--- src/rtl/key_led_pkg.sv ---
// Shared definitions for the multi-key debounce / LED controller.
//   - LED mode encodings
//   - per-channel debounce FSM state type
//   - clog2 helper for sizing counters
package key_led_pkg;

    localparam logic [1:0] MODE_STATIC = 2'd0;
    localparam logic [1:0] MODE_BLINK  = 2'd1;
    localparam logic [1:0] MODE_ROTATE = 2'd2;

    typedef enum logic [1:0] {
        StIdle,
        StPfilt,
        StDown,
        StRfilt
    } deb_state_e;

    // Bits needed to hold values 0..value-1; never less than 1.
    function automatic int unsigned clog2(input int unsigned value);
        int unsigned result;
        result = 1;
        for (int i = 1; i < 32; i++) begin
            if ((64'd1 << i) < 64'(value)) begin
                result = i + 1;
            end
        end
        return result;
    endfunction

endpackage

--- src/rtl/key_debounce_ch.sv ---
// One key channel: 2-flop synchroniser, debounce FSM and press/click/long classifier.
// Ports:
//   clk, rst_n   clock, asynchronous active-low reset
//   key_i        raw key, active-low, asynchronous
//   key_state_o  debounced level, 1 = released
//   key_press_o  1-cycle pulse on confirmed press
//   key_click_o  1-cycle pulse on confirmed release when no long-press was seen
//   key_long_o   1-cycle pulse once the key has been held LONG_CYC cycles
module key_debounce_ch
    import key_led_pkg::*;
#(
    parameter int unsigned DEBOUNCE_CYC = 8,
    parameter int unsigned LONG_CYC     = 40
) (
    input  logic clk,
    input  logic rst_n,
    input  logic key_i,
    output logic key_state_o,
    output logic key_press_o,
    output logic key_click_o,
    output logic key_long_o
);

    localparam int unsigned CntW = clog2(LONG_CYC);
    // The cycle that leaves IDLE/DOWN counts as the first stable sample, so the
    // confirming sample is the one whose increment would reach DEBOUNCE_CYC-1.
    localparam logic [CntW-1:0] DebLast  = CntW'(DEBOUNCE_CYC - 2);
    localparam logic [CntW-1:0] LongLast = CntW'(LONG_CYC - 2);
    localparam logic [CntW-1:0] HoldMax  = CntW'(LONG_CYC - 1);

    logic            sync1_q, sync2_q;
    deb_state_e      state_q;
    logic [CntW-1:0] filt_cnt_q;
    logic [CntW-1:0] hold_cnt_q;
    logic            long_seen_q;
    logic            key_state_q, press_q, click_q, long_q;

    always_ff @(posedge clk or negedge rst_n) begin
        if (!rst_n) begin
            sync1_q     <= 1'b1;
            sync2_q     <= 1'b1;
            state_q     <= StIdle;
            filt_cnt_q  <= '0;
            hold_cnt_q  <= '0;
            long_seen_q <= 1'b0;
            key_state_q <= 1'b1;
            press_q     <= 1'b0;
            click_q     <= 1'b0;
            long_q      <= 1'b0;
        end else begin
            sync1_q <= key_i;
            sync2_q <= sync1_q;
            press_q <= 1'b0;
            click_q <= 1'b0;
            long_q  <= 1'b0;
            unique case (state_q)
                StIdle: begin
                    if (!sync2_q) begin
                        state_q    <= StPfilt;
                        filt_cnt_q <= '0;
                    end
                end
                StPfilt: begin
                    if (sync2_q) begin
                        state_q <= StIdle;
                    end else if (filt_cnt_q == DebLast) begin
                        state_q     <= StDown;
                        hold_cnt_q  <= '0;
                        press_q     <= 1'b1;
                        key_state_q <= 1'b0;
                    end else begin
                        filt_cnt_q <= filt_cnt_q + CntW'(1);
                    end
                end
                StDown: begin
                    if (sync2_q) begin
                        state_q    <= StRfilt;
                        filt_cnt_q <= '0;
                    end else if (hold_cnt_q != HoldMax) begin
                        // Saturates at HoldMax so the long pulse fires only once per hold.
                        hold_cnt_q <= hold_cnt_q + CntW'(1);
                        if (hold_cnt_q == LongLast && !long_seen_q) begin
                            long_q      <= 1'b1;
                            long_seen_q <= 1'b1;
                        end
                    end
                end
                StRfilt: begin
                    if (!sync2_q) begin
                        // Release bounce: resume the hold with count and long_seen intact.
                        state_q <= StDown;
                    end else if (filt_cnt_q == DebLast) begin
                        state_q     <= StIdle;
                        key_state_q <= 1'b1;
                        click_q     <= !long_seen_q;
                        long_seen_q <= 1'b0;
                    end else begin
                        filt_cnt_q <= filt_cnt_q + CntW'(1);
                    end
                end
                default: state_q <= StIdle;
            endcase
        end
    end

    assign key_state_o = key_state_q;
    assign key_press_o = press_q;
    assign key_click_o = click_q;
    assign key_long_o  = long_q;

endmodule

--- src/rtl/key_led_multi.sv ---
// N-channel debounced keys driving a mode-aware LED controller.
// Ports:
//   clk, rst_n   clock, asynchronous active-low reset
//   key_in       raw keys, active-low, asynchronous
//   key_state    debounced levels, 1 = released
//   key_press    1-cycle pulse per confirmed press
//   key_click    1-cycle pulse per short press on release
//   key_long     1-cycle pulse per long-press
//   led_mode     0 STATIC, 1 BLINK, 2 ROTATE
//   led          LED drive, 1 = on
// Key 0 click increments the counter, key 1 click decrements it, key k>=2 click
// toggles bit (k-2) mod NUM_LEDS. Key 0 long cycles the mode, key 1 long clears.
module key_led_multi
    import key_led_pkg::*;
#(
    parameter int unsigned NUM_KEYS     = 4,
    parameter int unsigned NUM_LEDS     = 4,
    parameter int unsigned DEBOUNCE_CYC = 1_000_000,
    parameter int unsigned LONG_CYC     = 50_000_000,
    parameter int unsigned BLINK_CYC    = 12_500_000
) (
    input  logic                clk,
    input  logic                rst_n,
    input  logic [NUM_KEYS-1:0] key_in,
    output logic [NUM_KEYS-1:0] key_state,
    output logic [NUM_KEYS-1:0] key_press,
    output logic [NUM_KEYS-1:0] key_click,
    output logic [NUM_KEYS-1:0] key_long,
    output logic [1:0]          led_mode,
    output logic [NUM_LEDS-1:0] led
);

    localparam int unsigned TimW = clog2(BLINK_CYC);

    for (genvar g = 0; g < NUM_KEYS; g++) begin : g_ch
        key_debounce_ch #(
            .DEBOUNCE_CYC(DEBOUNCE_CYC),
            .LONG_CYC    (LONG_CYC)
        ) u_ch (
            .clk        (clk),
            .rst_n      (rst_n),
            .key_i      (key_in[g]),
            .key_state_o(key_state[g]),
            .key_press_o(key_press[g]),
            .key_click_o(key_click[g]),
            .key_long_o (key_long[g])
        );
    end

    logic [NUM_LEDS-1:0] cnt_q, cnt_d;
    logic [NUM_LEDS-1:0] shadow_q, shadow_d;
    logic [NUM_LEDS-1:0] tog;
    logic [1:0]          mode_q, mode_d;
    logic [TimW-1:0]     timer_q, timer_d;
    logic                phase_q, phase_d;
    logic                tick;

    always_comb begin
        tog = '0;
        for (int k = 2; k < NUM_KEYS; k++) begin
            tog[(k - 2) % NUM_LEDS] = tog[(k - 2) % NUM_LEDS] ^ key_click[k];
        end

        // Inc/dec first, then toggles; simultaneous inc and dec cancel.
        cnt_d = cnt_q;
        if (key_click[0] && !key_click[1]) begin
            cnt_d = cnt_q + NUM_LEDS'(1);
        end else if (key_click[1] && !key_click[0]) begin
            cnt_d = cnt_q - NUM_LEDS'(1);
        end
        cnt_d = cnt_d ^ tog;

        mode_d = mode_q;
        if (key_long[0]) begin
            case (mode_q)
                MODE_STATIC: mode_d = MODE_BLINK;
                MODE_BLINK:  mode_d = MODE_ROTATE;
                default:     mode_d = MODE_STATIC;
            endcase
        end

        // Clear beats every other same-cycle event.
        if (key_long[1]) begin
            cnt_d  = '0;
            mode_d = MODE_STATIC;
        end

        tick = (mode_q != MODE_STATIC) && (timer_q == TimW'(BLINK_CYC - 1));

        if (key_long[0] || key_long[1] || mode_q == MODE_STATIC || tick) begin
            timer_d = '0;
        end else begin
            timer_d = timer_q + TimW'(1);
        end

        phase_d = phase_q;
        if (key_long[0] || key_long[1]) begin
            phase_d = 1'b1;
        end else if (tick) begin
            phase_d = !phase_q;
        end

        // A counter change or entering ROTATE reloads the pattern, even on a tick.
        shadow_d = shadow_q;
        if ((mode_d == MODE_ROTATE && mode_q != MODE_ROTATE) || cnt_d != cnt_q) begin
            shadow_d = cnt_d;
        end else if (tick && mode_q == MODE_ROTATE) begin
            shadow_d = {shadow_q[NUM_LEDS-2:0], shadow_q[NUM_LEDS-1]};
        end
    end

    always_ff @(posedge clk or negedge rst_n) begin
        if (!rst_n) begin
            cnt_q    <= '0;
            shadow_q <= '0;
            mode_q   <= MODE_STATIC;
            timer_q  <= '0;
            phase_q  <= 1'b0;
        end else begin
            cnt_q    <= cnt_d;
            shadow_q <= shadow_d;
            mode_q   <= mode_d;
            timer_q  <= timer_d;
            phase_q  <= phase_d;
        end
    end

    always_comb begin
        case (mode_q)
            MODE_STATIC: led = cnt_q;
            MODE_BLINK:  led = phase_q ? cnt_q : '0;
            MODE_ROTATE: led = shadow_q;
            default:     led = '0;
        endcase
    end

    assign led_mode = mode_q;

endmodule

--- config.mk ---
export PLATFORM = sky130hd
export DESIGN_NAME = key_led_multi
export DESIGN_NICKNAME = d
export VERILOG_FILES = /design/src/rtl/key_led_pkg.sv /design/src/rtl/key_debounce_ch.sv /design/src/rtl/key_led_multi.sv
export SDC_FILE = /design/constraint.sdc
export NUM_CORES = 1
export LEC_CHECK = 0
export CAP_MARGIN = 20
export CORE_MARGIN = 5
export CORE_UTILIZATION = 57
export DETAILED_ROUTE_END_ITERATION = 7
export GPL_TIMING_DRIVEN = 0
export PLACE_DENSITY = 0.8
export SKIP_LAST_GASP = 1
export SYNTH_ARGS = -nofsm -noshare
export SYNTH_HDL_FRONTEND = slang
export SYNTH_SLANG_ARGS = --single-unit
--- constraint.sdc ---
create_clock -name clk -period 2.35 [get_ports clk]
set_input_delay 0.3525 -clock clk [delete_from_list [all_inputs] [get_ports clk]]
set_output_delay 0.3525 -clock clk [all_outputs]
set_load 0.05 [all_outputs]
### Word-level counts from Yosys, hierarchy flattened

Index checks and enable logic that the tools add are counted.

* register bits after elaboration: 279
* input port bits: 6
* output and inout port bits: 22
* word-level logic and storage cells: 356

* add/sub/neg operators: 11
* equal/unequal tests: 74
* multiplexer cells: 165
* bitwise operators: 1
* reductions and logical operators: 60

Operator list (count)
* two-way mux 26 bit: 36
* one-hot mux 26 bit (4 select lines): 4
* adder 26 x 1 -> 26 bit, second input constant: 8
* one-hot mux 26 bit (2 select lines): 4
* equality test 26 x 20 -> 1 bit, second input constant: 4
* equality test 26 bit, second input constant: 4
* != test 26 bit, second input constant: 4
* two-way mux 1 bit: 74
* two-way mux 2 bit: 26
* != test 2 x 1 -> 1 bit, second input constant: 24
* AND reduction 5 bit: 8
* one-hot mux 2 bit (4 select lines): 4
* AND reduction 4 bit: 8
* nonzero test 2 bit: 15
* != test 2 bit, second input constant: 13
* adder 24 x 1 -> 24 bit, second input constant: 1
* equality test 24 bit, second input constant: 1
* two-way mux 24 bit: 1
* two-way mux 4 bit: 6
* AND reduction 6 bit: 4
* equality test 2 bit, second input constant: 10
* one-hot mux 1 bit (2 select lines): 8
* != test 3 x 1 -> 1 bit, second input constant: 4
* != test 3 bit, second input constant: 4
* 11 further kinds: 36

### Longest topological paths before layout

* depth in word-level cells: 9
* depth in mapped cells: 10
* mapped depth without buffers: 8

### Cells and area by module

Synthesis repeated with hierarchy kept, for this count alone.

* cells, all modules: 1730
* area total of the unflattened synthesis: 15745.1 um^2

Modules (own cells, without submodules)
* key_debounce_ch: instances 4, cells each 380, area each 3434.5 um^2, seq. area each 1530.2 um^2
* key_led_multi: instances 1, cells each 210, area each 2006.9 um^2, seq. area each 875.8 um^2

### Least setup slack after synthesis

Ideal clock, no wire load.

* kind: reg2reg
* start point: register mode_q[1] (netlist: led_mode[1])
* end point: register shadow_q[0]
* library setup time: 125 ps
* data arrival time: 2652 ps
* required time: 2225 ps
* slack: -427 ps
* stages on the path, launching flop included: 7
* buffers on the path: 0
* clock period less this slack: 2777 ps
* cell sequence: dfrtp_1 > inv_1 > and3_4 > or4b_1 > or4_1 > a221oi_2 > mux2_2

* longest elaborated chain between the ends: 8
* elaborated cells on any way between the ends: 15
* classes of those cells: 4 x eq/ne; 4 x mux; 7 x reduce/logical

RTL lines
* from (decl): line key_led_multi.sv:53 `logic [1:0] mode_q, mode_d;`
* from (signal assigned): line key_led_multi.sv:122 `mode_q <= mode_d;`
* equality test 2 x 1 -> 1 bit / zero test 2 bit (equally long branches): line key_led_multi.sv:75 `case (mode_q)`
* one-hot mux 2 bit (2 select lines): line key_led_multi.sv:75
* two-way mux 2 bit: line key_led_multi.sv:74 `if (key_long[0]) begin`
* two-way mux 2 bit: line key_led_multi.sv:83 `if (key_long[1]) begin`
* equality test 2 bit: line key_led_multi.sv:105 `if ((mode_d == MODE_ROTATE && mode_q != MODE_ROTATE) || cnt_d != cnt_q) begin`
* logical AND 1 bit: line key_led_multi.sv:105
* logical OR 1 bit: line key_led_multi.sv:105
* two-way mux 4 bit / nonzero test 2 bit (equally long branches)
* to (signal assigned): line key_led_multi.sv:121 `shadow_q <= shadow_d;`
* to (decl): line key_led_multi.sv:51 `logic [NUM_LEDS-1:0] shadow_q, shadow_d;`

Several ways; a longest one is shown, not always the timed one.
A chain may end at the register's enable or synchronous reset.

### Worst setup path after layout

* start point: register cnt_q[0]
* end point: register shadow_q[1]

* longest elaborated chain between the ends: 8
* elaborated cells on any way between the ends: 10
* classes of those cells: 2 x add/sub; 1 x eq/ne; 4 x mux; 1 x bitwise; 2 x reduce/logical

RTL lines
* from (decl): line key_led_multi.sv:50 `logic [NUM_LEDS-1:0] cnt_q, cnt_d;`
* from (signal assigned): line key_led_multi.sv:120 `cnt_q <= cnt_d;`
* subtractor 4 x 1 -> 4 bit: line key_led_multi.sv:69 `cnt_d = cnt_q - NUM_LEDS'(1);`
* two-way mux 4 bit: line key_led_multi.sv:68 `end else if (key_click[1] && !key_click[0]) begin`
* two-way mux 4 bit: line key_led_multi.sv:66 `if (key_click[0] && !key_click[1]) begin`
* bitwise XOR 4 x 2 -> 4 bit: line key_led_multi.sv:71 `cnt_d = cnt_d ^ tog;`
* two-way mux 4 bit: line key_led_multi.sv:83
* != test 4 bit: line key_led_multi.sv:105
* logical OR 1 bit: line key_led_multi.sv:105
* two-way mux 4 bit / nonzero test 2 bit (equally long branches)

Several ways; a longest one is shown, not always the timed one.

==> summary.txt <==
Setup path
  • Origin of the worst setup path: cnt_q[0]
  • Critical Path RT: 2780 ps
  • Worst r2r src: cnt_q[0]
  • Setup Crit Path Kind: flop to flop
  • R2R depth: 8
  • Kind of start point of the critical path: flop
  • R2r setup slk: -310 ps
  • Setup crit end kind: flop
  • Crit path arrival time: 3090 ps
  • Critical-path maximum fanout: 4

Floorplanning
  • Core area: 25330 um^2
  • Die Area: 29170 um^2
  • IO Count: 28
  • Row cnt: 58
  • Initial Utilization: 0.5820
  • Die W: 170.8 um
  • Die height: 170.8 um

Finish
  • Fin nets: 1712
  • ANT cells: 0
  • Fin cells: 2037
  • Share of cells above drive strength 1: 0.1634
  • Fillcell total: 1799
  • Synth-to-Final Area Change: 19.93%

Min path
  • Min-Delay Path Depth: 1
  • Min-delay src: key_in[2]
  • Worst Hold Class: input pin to flop

STA
  • Final Max Slew Viols: 0
  • Final hold vios: 0
  • Setup TNS: -3338 ps
  • Max Fclk: 376.3 MHz
  • Setup Skew: 10.52 ps
  • Slew @ Worst Pin: 831.0 ps
  • Setup repair after global routing missed its margin: true
  • Slew margin rel.: 0.4409
  • Fin worst setup slack: -307.3 ps
  • WHS: 203.5 ps
  • Final setup fails: 28
  • Final worst path period need: 2657 ps
  • Fin crit share: 1.131

CTS
  • Total CTS buffers: 30
  • Clk_lat worst skew: 550 ps
  • H-tree Lvls: 1
  • # clock sinks: 279
  • Root buffer cell: clkbuf_16
  • CTS tree: built
  • Maximum clock insertion buffer count: 3
  • Clk pin slew, worst setup/hold paths: 70 ps

Synthesis
  • Mapped cell area: 14740 um^2
  • Synth top area cells: dfrtp_1 45%, nor2_1 6.0%, xnor2_1 5.9%
  • Top-area cell type share of the netlist area: 0.4533
  • Avg Inst Size Synth: 9.406 um^2
  • Synth cell count leaders: 267 x dfrtp_1, 236 x nor2_1, 101 x nand2_1
  • Synth cell types: 71
  • EDFF count, synth: 0
  • YS warnings: 0
  • Most common cell in the netlist: dfrtp_1
  • Synth area leader: dfrtp_1
  • Register area share after synthesis: 0.4747
  • Top FF cell, synth: dfrtp_1
  • Mapped Cells: 1567
  • Async set or reset register ratio after synthesis: 1.000
  • FF+latch count, synth: 279
  • Syn_nets: 1596

Routing
  • Vias per cell: 6.008
  • DRC viols: 0
  • Final wirelength: 34290 um
  • Final ANT Viol Nets: 0
  • Drt pass-1 iters: 5
  • Routed length per instance: 16.83 um
  • DRT iter0 DRCs: 1141
  • Via count: 12239

Pwr
  • PwrDens: 662.4 nW/um^2
  • Leak: 7.526 nW
  • IR drop worst, VDD: 0.6461 mV

Global routing
  • Largest net degree at the start of global routing: 126
  • Total gr overflow: 0
  • GRT Overall Usage: 0.2245
  • Global-route wire length before repair: 56200 um
  • Vias in the first global route: 11986
  • Antenna violations before repair: 0

Status
  • Failing checks: setup timing
  • Status: finished with violations

Placement
  • Final HPWL from detailed placement: 20590 um
  • Dpl ws: -566.7 ps
  • Dpl cells: 1928
  • Port-buffer cells: 27
  • RD Place Congestion: 0.8455

Job
  • MaxCap Viol Count: 0
[state kept, by name (all words and copies together), names as in the netlist, named ones only]
register	flops
g_ch.u_ch.key_state_o	4
g_ch.u_ch.sync2_q	4
g_ch.u_ch.key_long_o	4
g_ch.u_ch.key_click_o	4
g_ch.u_ch.filt_cnt_q	104
cnt_q	4
g_ch.u_ch.hold_cnt_q	104
led_mode	2
g_ch.u_ch.state_q	4
timer_q	24
g_ch.u_ch.sync1_q	4
g_ch.u_ch.key_press_o	4
g_ch.u_ch.long_seen_q	4
shadow_q	4
phase_q	1
[final cells by class]
cell class                      instances  area, um^2  area share
Timing Repair Buffer                   92       837.1     0.04735
Sequential cell                       279        7008      0.3964
Tap cell                              330       412.9     0.02336
Buffer                                 61       391.6     0.02215
Clock inverter                         22       317.8     0.01798
Clock buffer                           34       807.0     0.04565
Inverter                               42       157.7    0.008918
Multi-Input combinational cell       1177        7745      0.4381
[power breakdown]
part	leakage (nW)	switching (mW)	internal, mW	total, mW
sequential	3.82	0.107	4.89	5.00
combinational	3.15	0.888	0.504	1.39
clock	0.554	1.99	3.34	5.32
[worst paths after layout]
path / endpoint
max in group asynchronous: g_ch[1].u_ch.hold_cnt_q[16]
hold reg to reg: g_ch[3].u_ch.sync2_q
setup reg to reg: shadow_q[1]
hold / removal: g_ch[2].u_ch.sync1_q
setup / recovery: shadow_q[1]
min in group asynchronous: g_ch[3].u_ch.filt_cnt_q[25]
[cell usage in the layout (no fill, tap or decap), types with 11 or more instances in the layout]
master and instances:
xnor2_1 99, dfrtp_1 258, a21oi_1 42, nor2_1 235, dfstp_2 12, nor4_1 32, or3_1 28, nand3_1 98
nand4_1 71, clkbuf_16 31, and2_1 12, nand2_1 100, xor2_1 94, buf_4 72, clkinv_2 11, ha_1 20
o21ai_0 44, inv_1 42, nor3_1 50, and4_1 17, clkdlybuf4s50_1 15, buf_6 14, clkbuf_1 18, and3_1 36
[metal layers]
metal  vias to the layer above  share of wire  global-route usage
li1                       5737              -                   -
met1                      6030           0.42              0.2981
met2                       367           0.50              0.3851
met3                       105          0.047             0.02981
met4                         0          0.033             0.07083
met5                         -              0                   0
[worst max-delay path: stages, from the launching register on]
cell and delay [ps]:
dfrtp_2 420, ha_2 180, and3b_1 170, a21oi_2 130, or4b_4 480, or4_4 440, a221oi_4 250, buf_6 170
mux2_4 300
[per-stage QoR]
step	util	cell area, um^2	total power, mW
floorplan	-	14770	5.757
global placement	0.6100	15450	6.102
detailed placement	0.6130	15530	6.163
CTS	0.6749	17090	11.63
global route	0.6980	17680	12.16
finish	0.6980	17680	11.71
[kinds of logic after synthesis]
kind of cell             count (synthesis)  share of synthesized area
multiplexers                            16                    0.01163
flip-flops                             279                     0.4747
adder cells (fa/ha/maj)                 23                    0.01952
AND/OR/NAND/NOR                        806                     0.2868
AO/OA/AOI/OAI                          138                    0.05807
buffers and inverters                  111                    0.03396
XOR/XNOR                               194                     0.1153
[timing repair]
action,CTS,global route
resized for setup,85,87
endpoints found under the hold margin,53,0
setup endpoints to repair,185,181
cloned,0,2
pin swaps,8,23
buffers inserted,23,35
hold buffers,1,0
No activity file was read; power rests on OpenSTA's default activity.
